--- config.mk ---
export PLATFORM = sky130hd
export DESIGN_NAME = vio_route_sink
export DESIGN_NICKNAME = d
export VERILOG_FILES = /design/src/rtl/vio_route_sink_pkg.sv /design/src/rtl/vio_route_sink_skid.sv /design/src/rtl/vio_route_sink.sv
export SDC_FILE = /design/constraint.sdc
export NUM_CORES = 1
export LEC_CHECK = 0
export BUFFER_PORTS_ARGS = -buffer_cell sky130_fd_sc_hd__buf_2
export CAP_MARGIN = 20
export CELL_PAD_IN_SITES_DETAIL_PLACEMENT = 0
export CELL_PAD_IN_SITES_GLOBAL_PLACEMENT = 2
export CORE_MARGIN = 3
export CORE_UTILIZATION = 33
export CTS_CLUSTER_SIZE = 40
export DETAILED_ROUTE_END_ITERATION = 7
export MAX_ROUTING_LAYER = met4
export PLACE_DENSITY = 0.89
export RECOVER_POWER = 25
export SYNTH_ARGS = -nofsm -noshare
export SYNTH_HDL_FRONTEND = slang
export SYNTH_SLANG_ARGS = --single-unit
--- constraint.sdc ---
create_clock -name aclk -period 6.6 [get_ports aclk]
set_clock_uncertainty 0.1 [all_clocks]
set_input_delay 1.32 -clock aclk [delete_from_list [all_inputs] [get_ports aclk]]
set_output_delay 1.32 -clock aclk [all_outputs]
set_load 0.01 [all_outputs]
--- src/rtl/vio_route_sink_pkg.sv ---
// Shared types for the per-region route sink: route word layout, beat payload, FSM states.
package vio_route_sink_pkg;

  localparam int unsigned AXI_DATA_BITS = 64;
  localparam int unsigned AXI_KEEP_BITS = AXI_DATA_BITS / 8;
  localparam int unsigned PID_BITS      = 6;
  localparam int unsigned ROUTE_BITS    = 14;
  localparam int unsigned HOP_BITS      = 4;
  localparam int unsigned CNT_BITS      = 32;

  localparam logic [HOP_BITS-1:0] HOP_NONE = 4'hF;
  localparam logic [CNT_BITS-1:0] CNT_MAX  = 32'hFFFF_FFFF;

  typedef struct packed {
    logic [HOP_BITS-1:0] hop0;
    logic [HOP_BITS-1:0] hop1;
    logic [HOP_BITS-1:0] hop2;
    logic [1:0]          flags;
  } route_t;

  typedef struct packed {
    logic [AXI_DATA_BITS-1:0] tdata;
    logic [AXI_KEEP_BITS-1:0] tkeep;
    logic                     tlast;
    logic [PID_BITS-1:0]      tid;
  } axis_beat_t;

  typedef enum logic [1:0] {
    ST_IDLE = 2'd0,
    ST_PASS = 2'd1,
    ST_DROP = 2'd2
  } route_sink_state_t;

  // Shift the hop list down by one and mark the vacated slot empty.
  function automatic route_t route_pop(input route_t r);
    route_t p;
    p.hop0  = r.hop1;
    p.hop1  = r.hop2;
    p.hop2  = HOP_NONE;
    p.flags = r.flags;
    return p;
  endfunction

  function automatic logic [CNT_BITS-1:0] sat_inc(input logic [CNT_BITS-1:0] v);
    return (v == CNT_MAX) ? v : v + CNT_BITS'(1);
  endfunction

endpackage

--- src/rtl/vio_route_sink_skid.sv ---
// Generic 2-entry skid buffer; head entry drives the registered output.
module axis_skid_2 #(
  parameter int unsigned W = 8
) (
  input  logic         clk_i,
  input  logic         rst_i,
  input  logic         s_valid_i,
  output logic         s_ready_o,
  input  logic [W-1:0] s_data_i,
  output logic         m_valid_o,
  input  logic         m_ready_i,
  output logic [W-1:0] m_data_o
);

  logic [1:0]   cnt_q, cnt_d;
  logic [W-1:0] head_q, head_d;
  logic [W-1:0] tail_q, tail_d;
  logic         ready_q, valid_q;
  logic         push_c, pop_c;

  assign push_c = s_valid_i & ready_q;
  assign pop_c  = valid_q & m_ready_i;

  always_comb begin
    cnt_d  = cnt_q;
    head_d = head_q;
    tail_d = tail_q;
    case (cnt_q)
      2'd0: begin
        if (push_c) begin
          head_d = s_data_i;
          cnt_d  = 2'd1;
        end
      end
      2'd1: begin
        case ({push_c, pop_c})
          2'b11: head_d = s_data_i;
          2'b10: begin
            tail_d = s_data_i;
            cnt_d  = 2'd2;
          end
          2'b01: cnt_d = 2'd0;
          default: ;
        endcase
      end
      default: begin
        // Full: a pop promotes the tail; a concurrent push refills it.
        if (pop_c) begin
          head_d = tail_q;
          if (push_c) begin
            tail_d = s_data_i;
          end else begin
            cnt_d = 2'd1;
          end
        end
      end
    endcase
  end

  always_ff @(posedge clk_i) begin
    if (rst_i) begin
      cnt_q   <= 2'd0;
      head_q  <= '0;
      tail_q  <= '0;
      ready_q <= 1'b0;
      valid_q <= 1'b0;
    end else begin
      cnt_q   <= cnt_d;
      head_q  <= head_d;
      tail_q  <= tail_d;
      ready_q <= (cnt_d != 2'd2);
      valid_q <= (cnt_d != 2'd0);
    end
  end

  assign s_ready_o = ready_q;
  assign m_valid_o = valid_q;
  assign m_data_o  = head_q;

endmodule

--- src/rtl/vio_route_sink.sv ---
// Region egress endpoint: admits packets addressed to this region, drops the rest, pops the route.
module vio_route_sink
  import vio_route_sink_pkg::*;
#(
  parameter int unsigned N_ID      = 16,
  parameter int unsigned N_REGIONS = N_ID,
  parameter int unsigned REGION_ID = 0
) (
  input  logic                     aclk,
  input  logic                     areset,
  input  logic                     s_axis_tvalid,
  output logic                     s_axis_tready,
  input  logic [AXI_DATA_BITS-1:0] s_axis_tdata,
  input  logic [AXI_KEEP_BITS-1:0] s_axis_tkeep,
  input  logic                     s_axis_tlast,
  input  logic [PID_BITS-1:0]      s_axis_tid,
  input  logic [ROUTE_BITS-1:0]    s_route,
  output logic                     m_axis_tvalid,
  input  logic                     m_axis_tready,
  output logic [AXI_DATA_BITS-1:0] m_axis_tdata,
  output logic [AXI_KEEP_BITS-1:0] m_axis_tkeep,
  output logic                     m_axis_tlast,
  output logic [PID_BITS-1:0]      m_axis_tid,
  output logic [ROUTE_BITS-1:0]    route_next,
  output logic                     route_next_valid,
  output logic [CNT_BITS-1:0]      pkt_cnt,
  output logic [CNT_BITS-1:0]      drop_cnt
);

  route_sink_state_t   state_q, state_d;
  route_t              route_next_q, route_next_d;
  logic                route_valid_q, route_valid_d;
  logic [CNT_BITS-1:0] pkt_cnt_q, pkt_cnt_d;
  logic [CNT_BITS-1:0] drop_cnt_q, drop_cnt_d;

  route_t     route_in;
  axis_beat_t beat_in, beat_out;
  logic       skid_ready, skid_push_c, s_hs, dest_hit;

  assign route_in = route_t'(s_route);
  assign dest_hit = (32'(route_in.hop0) == REGION_ID) &&
                    (32'(route_in.hop0) < N_ID) &&
                    (32'(route_in.hop0) < N_REGIONS);

  // DROP swallows beats without touching the skid.
  assign s_axis_tready = (state_q == ST_DROP) | skid_ready;
  assign s_hs          = s_axis_tvalid & s_axis_tready;

  always_comb begin
    state_d       = state_q;
    route_next_d  = route_next_q;
    route_valid_d = route_valid_q;
    pkt_cnt_d     = pkt_cnt_q;
    drop_cnt_d    = drop_cnt_q;
    skid_push_c   = 1'b0;
    case (state_q)
      ST_IDLE: begin
        if (s_hs) begin
          if (dest_hit) begin
            skid_push_c   = 1'b1;
            route_next_d  = route_pop(route_in);
            route_valid_d = 1'b1;
            pkt_cnt_d     = sat_inc(pkt_cnt_q);
            if (!s_axis_tlast) state_d = ST_PASS;
          end else begin
            drop_cnt_d = sat_inc(drop_cnt_q);
            if (!s_axis_tlast) state_d = ST_DROP;
          end
        end
      end
      ST_PASS: begin
        if (s_hs) begin
          skid_push_c = 1'b1;
          if (s_axis_tlast) state_d = ST_IDLE;
        end
      end
      ST_DROP: begin
        if (s_hs && s_axis_tlast) state_d = ST_IDLE;
      end
      default: state_d = ST_IDLE;
    endcase
  end

  always_ff @(posedge aclk) begin
    if (areset) begin
      state_q       <= ST_IDLE;
      route_next_q  <= '0;
      route_valid_q <= 1'b0;
      pkt_cnt_q     <= '0;
      drop_cnt_q    <= '0;
    end else begin
      state_q       <= state_d;
      route_next_q  <= route_next_d;
      route_valid_q <= route_valid_d;
      pkt_cnt_q     <= pkt_cnt_d;
      drop_cnt_q    <= drop_cnt_d;
    end
  end

  assign beat_in = '{tdata: s_axis_tdata, tkeep: s_axis_tkeep,
                     tlast: s_axis_tlast, tid: s_axis_tid};

  axis_skid_2 #(
    .W($bits(axis_beat_t))
  ) u_skid (
    .clk_i    (aclk),
    .rst_i    (areset),
    .s_valid_i(skid_push_c),
    .s_ready_o(skid_ready),
    .s_data_i (beat_in),
    .m_valid_o(m_axis_tvalid),
    .m_ready_i(m_axis_tready),
    .m_data_o (beat_out)
  );

  assign m_axis_tdata     = beat_out.tdata;
  assign m_axis_tkeep     = beat_out.tkeep;
  assign m_axis_tlast     = beat_out.tlast;
  assign m_axis_tid       = beat_out.tid;
  assign route_next       = route_next_q;
  assign route_next_valid = route_valid_q;
  assign pkt_cnt          = pkt_cnt_q;
  assign drop_cnt         = drop_cnt_q;

endmodule
==> Word level (Yosys, flattened, before mapping) <==
Cells that the tools add are included.
{ "classes": {"add_sub_neg": 2, "n_eq_ne": 17, "n_mux": 24, "n_bitwise": 8, "reduce_logical": 14} }
{ "op_table": {"columns": ["operator", "n"], "rows": [
  ["79-bit 2-to-1 mux", 5],
  ["79-bit one-hot mux with 2 select lines", 2],
  ["32-bit by 1-bit adder with 32-bit output (second input constant)", 2],
  ["32-bit == test (second input constant)", 2],
  ["2-bit 2-to-1 mux", 10],
  ["2-bit inequality test (second input constant)", 7],
  ["4-bit AND reduction", 3],
  ["2-bit one-hot mux with 2 select lines", 2],
  ["2-bit by 1-bit == test with 1-bit output (second input constant)", 3],
  ["2-bit == test (second input constant)", 3],
  ["2-bit one-hot mux with 3 select lines", 1],
  ["3-bit AND reduction", 2],
  ["2-bit nonzero test", 3],
  ["5-bit AND reduction", 1],
  ["2-bit zero test", 2],
  ["4-bit zero test", 1],
  ["2-bit by 1-bit inequality test with 1-bit output (second input constant)", 2],
  ["1-bit NOT", 4],
  ["1-bit AND", 3],
  ["1-bit 2-to-1 mux", 3],
  ["3-bit nonzero test", 1],
  ["1-bit one-hot mux with 2 select lines", 1],
  ["1-bit logical AND", 1],
  ["1-bit OR", 1]
]} }
{ "word_totals": {"register_bits": 240} }

==> Logic depth before layout (Yosys ltp) <==
{ "logic_depth": {"word_depth": 10, "mapped_depth": 10, "depth_no_buf": 8} }

==> By module <==
A second synthesis with hierarchy kept.
{ "unflattened": {"hier_cells": 1105, "area_unflattened_um2": 9819.4} }
{ "by_module_without_submodules": {"columns": ["mod", "instances", "cells_each", "area_each_um2"], "rows": [
  ["axis_skid_2", 1, 638, 5959.5],
  ["vio_route_sink", 1, 467, 3860.0]
]} }

==> Worst setup path before layout <==
Ideal clock, no wire load.
{ "synth_path": {"path_kind": "in2reg", "start": "in s_route[11]", "end": "reg u_skid.head_q[68], in the netlist u_skid.m_data_o[68]", "setup_time_ns": 0.086, "arrival_time_ns": 3.283, "slack_ns": 3.131, "cell_stages": 10, "path_buffers": 3, "path_cell_list": "or4_4 a211o_4 clkinv_2 ha_1 mux2i_1 o21a_1 buf_6 buf_6 buf_6 a221oi_2"} }
{ "synth_via": {"elab_chain_cells": 8, "word_cells_on_any_way": 9} }
{ "synth_rtl": {"columns": ["item", "line_no", "rtl"], "rows": [
  ["start: declaration", "vio_route_sink.sv:17", "input logic [ROUTE_BITS-1:0] s_route,"],
  ["4-bit zero test (*)", "vio_route_sink.sv:41", "assign dest_hit = (32'(route_in.hop0) == REGION_ID) &&"],
  ["1-bit 2-to-1 mux (*)", "vio_route_sink.sv:59", "if (dest_hit) begin"],
  ["1-bit 2-to-1 mux (*)", "vio_route_sink.sv:58", "if (s_hs) begin"],
  ["1-bit one-hot mux with 2 select lines (*)", "vio_route_sink.sv:56", "case (state_q)"],
  ["1-bit AND (*)", "vio_route_sink_skid.sv:21", "assign push_c = s_valid_i & ready_q;"],
  ["2-bit == test", "vio_route_sink_skid.sv:36", "case ({push_c, pop_c})"],
  ["2-bit inequality test (no line)", null, null],
  ["3-bit AND reduction (no line) (*)", null, null],
  ["end signal: assignment", "vio_route_sink_skid.sv:63", "head_q <= '0;"],
  ["end signal: assignment", "vio_route_sink_skid.sv:69", "head_q <= head_d;"],
  ["end: declaration", "vio_route_sink_skid.sv:16", "logic [W-1:0] head_q, head_d;"]
]} }
Every way passes the cells marked *; elsewhere a longest branch is shown, timed or not.
A chain may end at the register's enable or synchronous reset.

==> qor.txt <==
====================================================================================================
Register area                                                                               4790 um2
CTS hold repair buffers                                                                            0
Count of clock tree sinks                                                                        239
Worst path bufs/invs                                                                               2
Count of H-tree levels built during CTS                                                            1
Number of non-filler instances in the completed layout                                          1909
Pin count of the biggest net entering global routing                                             132
Total Nets Final                                                                                1583
Comb power frac                                                                                0.039
Adder-cell area share of the yosys netlist                                                   0.00353
Final Critical Period                                                                        4060 ps
Total count of max-transition violations in the final report                                     131
Via Count                                                                                       9618
Relative area change from synthesis to final layout                                            22.2%
Yosys synthesis warning count                                                                      0
# Post-CTS Setup Buffers                                                                           0
Total clock buffers created by CTS                                                                29
Post-synth EDFFs                                                                                   0
Share of layout cells above drive strength 1                                                   0.167
Top Ports                                                                                        257
Synthesized area per cell                                                                   8.30 um2
Worst relative slew slack                                                                     -0.948
Horizontal extent of the die                                                                  185 um
Maximum ir drop on the vdd rail                                                           0.000182 V
Placement row count                                                                               65
Vias in the first global route                                                                  8936
Register-to-Register Setup Slack                                                             3540 ps
Detail Route Antenna Nets                                                                          0
Placed cell count                                                                               1851
Starting utilization of the core area                                                          0.336
Sequential area share after synthesis                                                          0.450
Worst path max stage delay                                                                   1970 ps
Critical path cell sequence                                                             clkbuf_2 -> buf_12 -> nor2b_1 -> mux2_2
Layout Utilization                                                                             0.411
Number of antenna violations at the first check in global routing                                  2
Setup repair after global routing missed its margin                                               no
Height of the chip                                                                            185 um
Biggest fanout along the worst timing path                                                       131
Post-synth top area share                                                                      0.450
Most frequent cell after synthesis                                                           dfxtp_1
Count of different cell masters after synthesis                                                   51
Cell leakage power                                                                           4.72 nW
IO Port Bufs                                                                                     256
Total core area                                                                            31600 um2
Ys flop type                                                                                 dfxtp_1
Clk pwr share                                                                                  0.501
1st-iter DRT viols                                                                               594
Post-Synthesis Net Count                                                                        1381
Clk Latency, worst-skew pair                                                                  530 ps
Arrival time at the worst endpoint                                                           4380 ps
Slowest CP cell                                                                             clkbuf_2
Area occupied by multi-input gates                                                          5110 um2
Internal Dissipation                                                                         2.47 mW
Tot Pwr                                                                                      3.18 mW
Maximum Capacitance Violations                                                                     1
Top cell type by total area after synthesis                                                  dfxtp_1
Number of failing hold endpoints at the final stage                                                0
Ranking of synthesized cells by area                                                    dfxtp_1 (45%), mux2i_1 (7.7%), nor2_1 (7.0%), a221oi_1 (5.7%), o21ai_0 (5.1%)
Worst Setup Path Type                                                                   primary input to flop
Setup violators final                                                                              0
Async set-or-reset flop fraction in the synthesized netlist                                        0
Wire length of the first global-routing pass                                                48300 um
Total global routing track utilization                                                         0.175
Placer congestion estimate                                                                     0.792
Data required time of the critical path                                                      6920 ps
Largest delay share family, worst path                                                  buffers and inverters
Max Buffers Root-to-Sink                                                                           3
Post-Synth XOR/XNOR Area                                                                     0.00824
Ratio of total power to cell area                                                         244 nW/um2
Synth Cell Area                                                                            10600 um2
Power spent charging and discharging nets                                                     711 uW
Final WL                                                                                    30700 um
Slew at the pin with the worst max-slew slack                                                2920 ps
Top post-synthesis cells by count                                                       dfxtp_1 (239), nor2_1 (197), nand2_1 (133)
Hold crit path type                                                                     flop to flop
Synthesized flop and latch total                                                                 239
Layout fillers                                                                                  3287
CTS root buf                                                                               clkbuf_16
Sequential Power Share                                                                         0.460
Number of detailed-route iterations in the first pass                                              5
Total negative slack for setup checks                                                           0 ps
Count of cells resized by post-cts repair                                                          0
Post-synthesis cell count                                                                       1281
Sw frac                                                                                        0.224
Final cycle utilization of the critical path                                                   0.615
Failing checks                                                                          capacitance limit, slew limit
Clock tree from TritonCTS                                                                        yes
Launching element type of the critical path                                             primary input
Clock-pin slew reported for the worst setup and hold paths after clock tree synthesis          60 ps
HPWL after DPL                                                                              19500 um
Combinational family with the most area after synthesis                                 simple AND/OR/NAND/NOR gates
DRC                                                                                                0
Status                                                                                  complete, but fails checks
DIE AREA                                                                                   34400 um2
Share of synthesized area spent on multiplexers                                               0.0868
Global-route congestion overflow total                                                             0
Critical Path Sink Type                                                                         flop
Upper clock frequency limit                                                                  246 MHz
Compound-gate portion of the synthesized area                                                  0.170
Final routed wire length divided by cell count                                               16.1 um
Area fraction in and, or, nand and nor cells after synthesis                                   0.209
Via density                                                                                     5.04
====================================================================================================
## layout make-up
type,count,area share
clock inverters,9,0.00587
multi-input cells,858,0.393
flip-flops and latches,239,0.369
repair buffers,265,0.0981
clock buffers,44,0.0688
diodes,2,0.000385
inverters,90,0.0261
well taps,402,0.0387
## flip-flops by register name (all words and copies together) (netlist names)
signal,count
route_next_valid,1
u_skid.m_data_o,79
pkt_cnt,32
u_skid.cnt_q,2
u_skid.tail_q,79
u_skid.m_valid_o,1
u_skid.s_ready_o,1
route_next,10
state_q,2
drop_cnt,32
## power by group through the flow
stage	Clock (mW)	Sequential, mW	Combinational [mW]
global placement	0	1.49	0.127
CTS	1.63	1.46	0.128
floorplan	0	1.49	0.0605
finish	1.59	1.46	0.125
global route	1.70	1.46	0.139
detailed placement	0	1.49	0.127
## tightest hold or removal path: stages, from the launching register on
cell and delay [ps]:
dfxtp_1 310, nand2_1 50, a21oi_1 50
## worst paths after layout
| kind | start | end | cells after the start |
|---|---|---|---|
| hold reg to reg | route_next[11] | route_next[11] | 2 |
| hold / removal | route_next[11] | route_next[11] | 2 |
| setup / recovery | areset | drop_cnt[27] | 4 |
| setup reg to reg | state_q[1] | pkt_cnt[21] | 5 |
## kinds of logic (layout without fill, tap and decap cells)
group / after synthesis / in the layout
flip-flops: 239 / 239
buffers and inverters: 184 / 408
other: 0 / 2
multiplexers: 91 / 91
AND/OR/NAND/NOR: 483 / 483
XOR/XNOR: 10 / 10
AO/OA/AOI/OAI: 271 / 271
adder cells (fa/ha/maj): 3 / 3
## per-layer routing
metal / global-route usage / vias up / wire length [um]
li1: - / 4882 / -
met3: 0.0434 / 47 / 2330
met4: 0.0408 / 0 / 632
met2: 0.276 / 233 / 13700
met5: - / - / 0
met1: 0.226 / 4456 / 14000
## cells in the final DEF (no fill, tap or decap), types with 4 or more instances in the layout
| cell | count |
|---|---|
| dfxtp_1 | 238 |
| nor2_1 | 197 |
| buf_2 | 157 |
| nand2_1 | 132 |
| o21ai_0 | 108 |
| clkbuf_1 | 103 |
| inv_1 | 89 |
| mux2i_1 | 82 |
| a221oi_1 | 69 |
| a21oi_1 | 57 |
| clkbuf_16 | 30 |
| or3_1 | 29 |
| nand4_1 | 22 |
| nand3_1 | 21 |
| or4_1 | 15 |
| o31ai_1 | 12 |
| nor4_1 | 11 |
| nor3_1 | 11 |
| a221oi_2 | 10 |
| nor2b_1 | 9 |
| mux2_2 | 9 |
| clkbuf_8 | 9 |
| and3_1 | 7 |
| clkinv_2 | 7 |
| and4_1 | 6 |
| xor2_1 | 6 |
| buf_4 | 5 |
| or2_2 | 4 |
| nand2b_1 | 4 |
| xnor2_1 | 4 |
## per-stage QoR
step / setup slack [ps] / hold slack (ps) / area, um2
2_1_floorplan: 3130 / 360 / 10600
3_3_place_gp: 2410 / 342 / 12100
3_5_place_dp: 2290 / 347 / 12100
4_1_cts: 2860 / 355 / 13100
5_1_grt: 2440 / 376 / 13000
6_report: 2540 / 355 / 13000
Note: power is estimated with default switching activity, not from simulation.
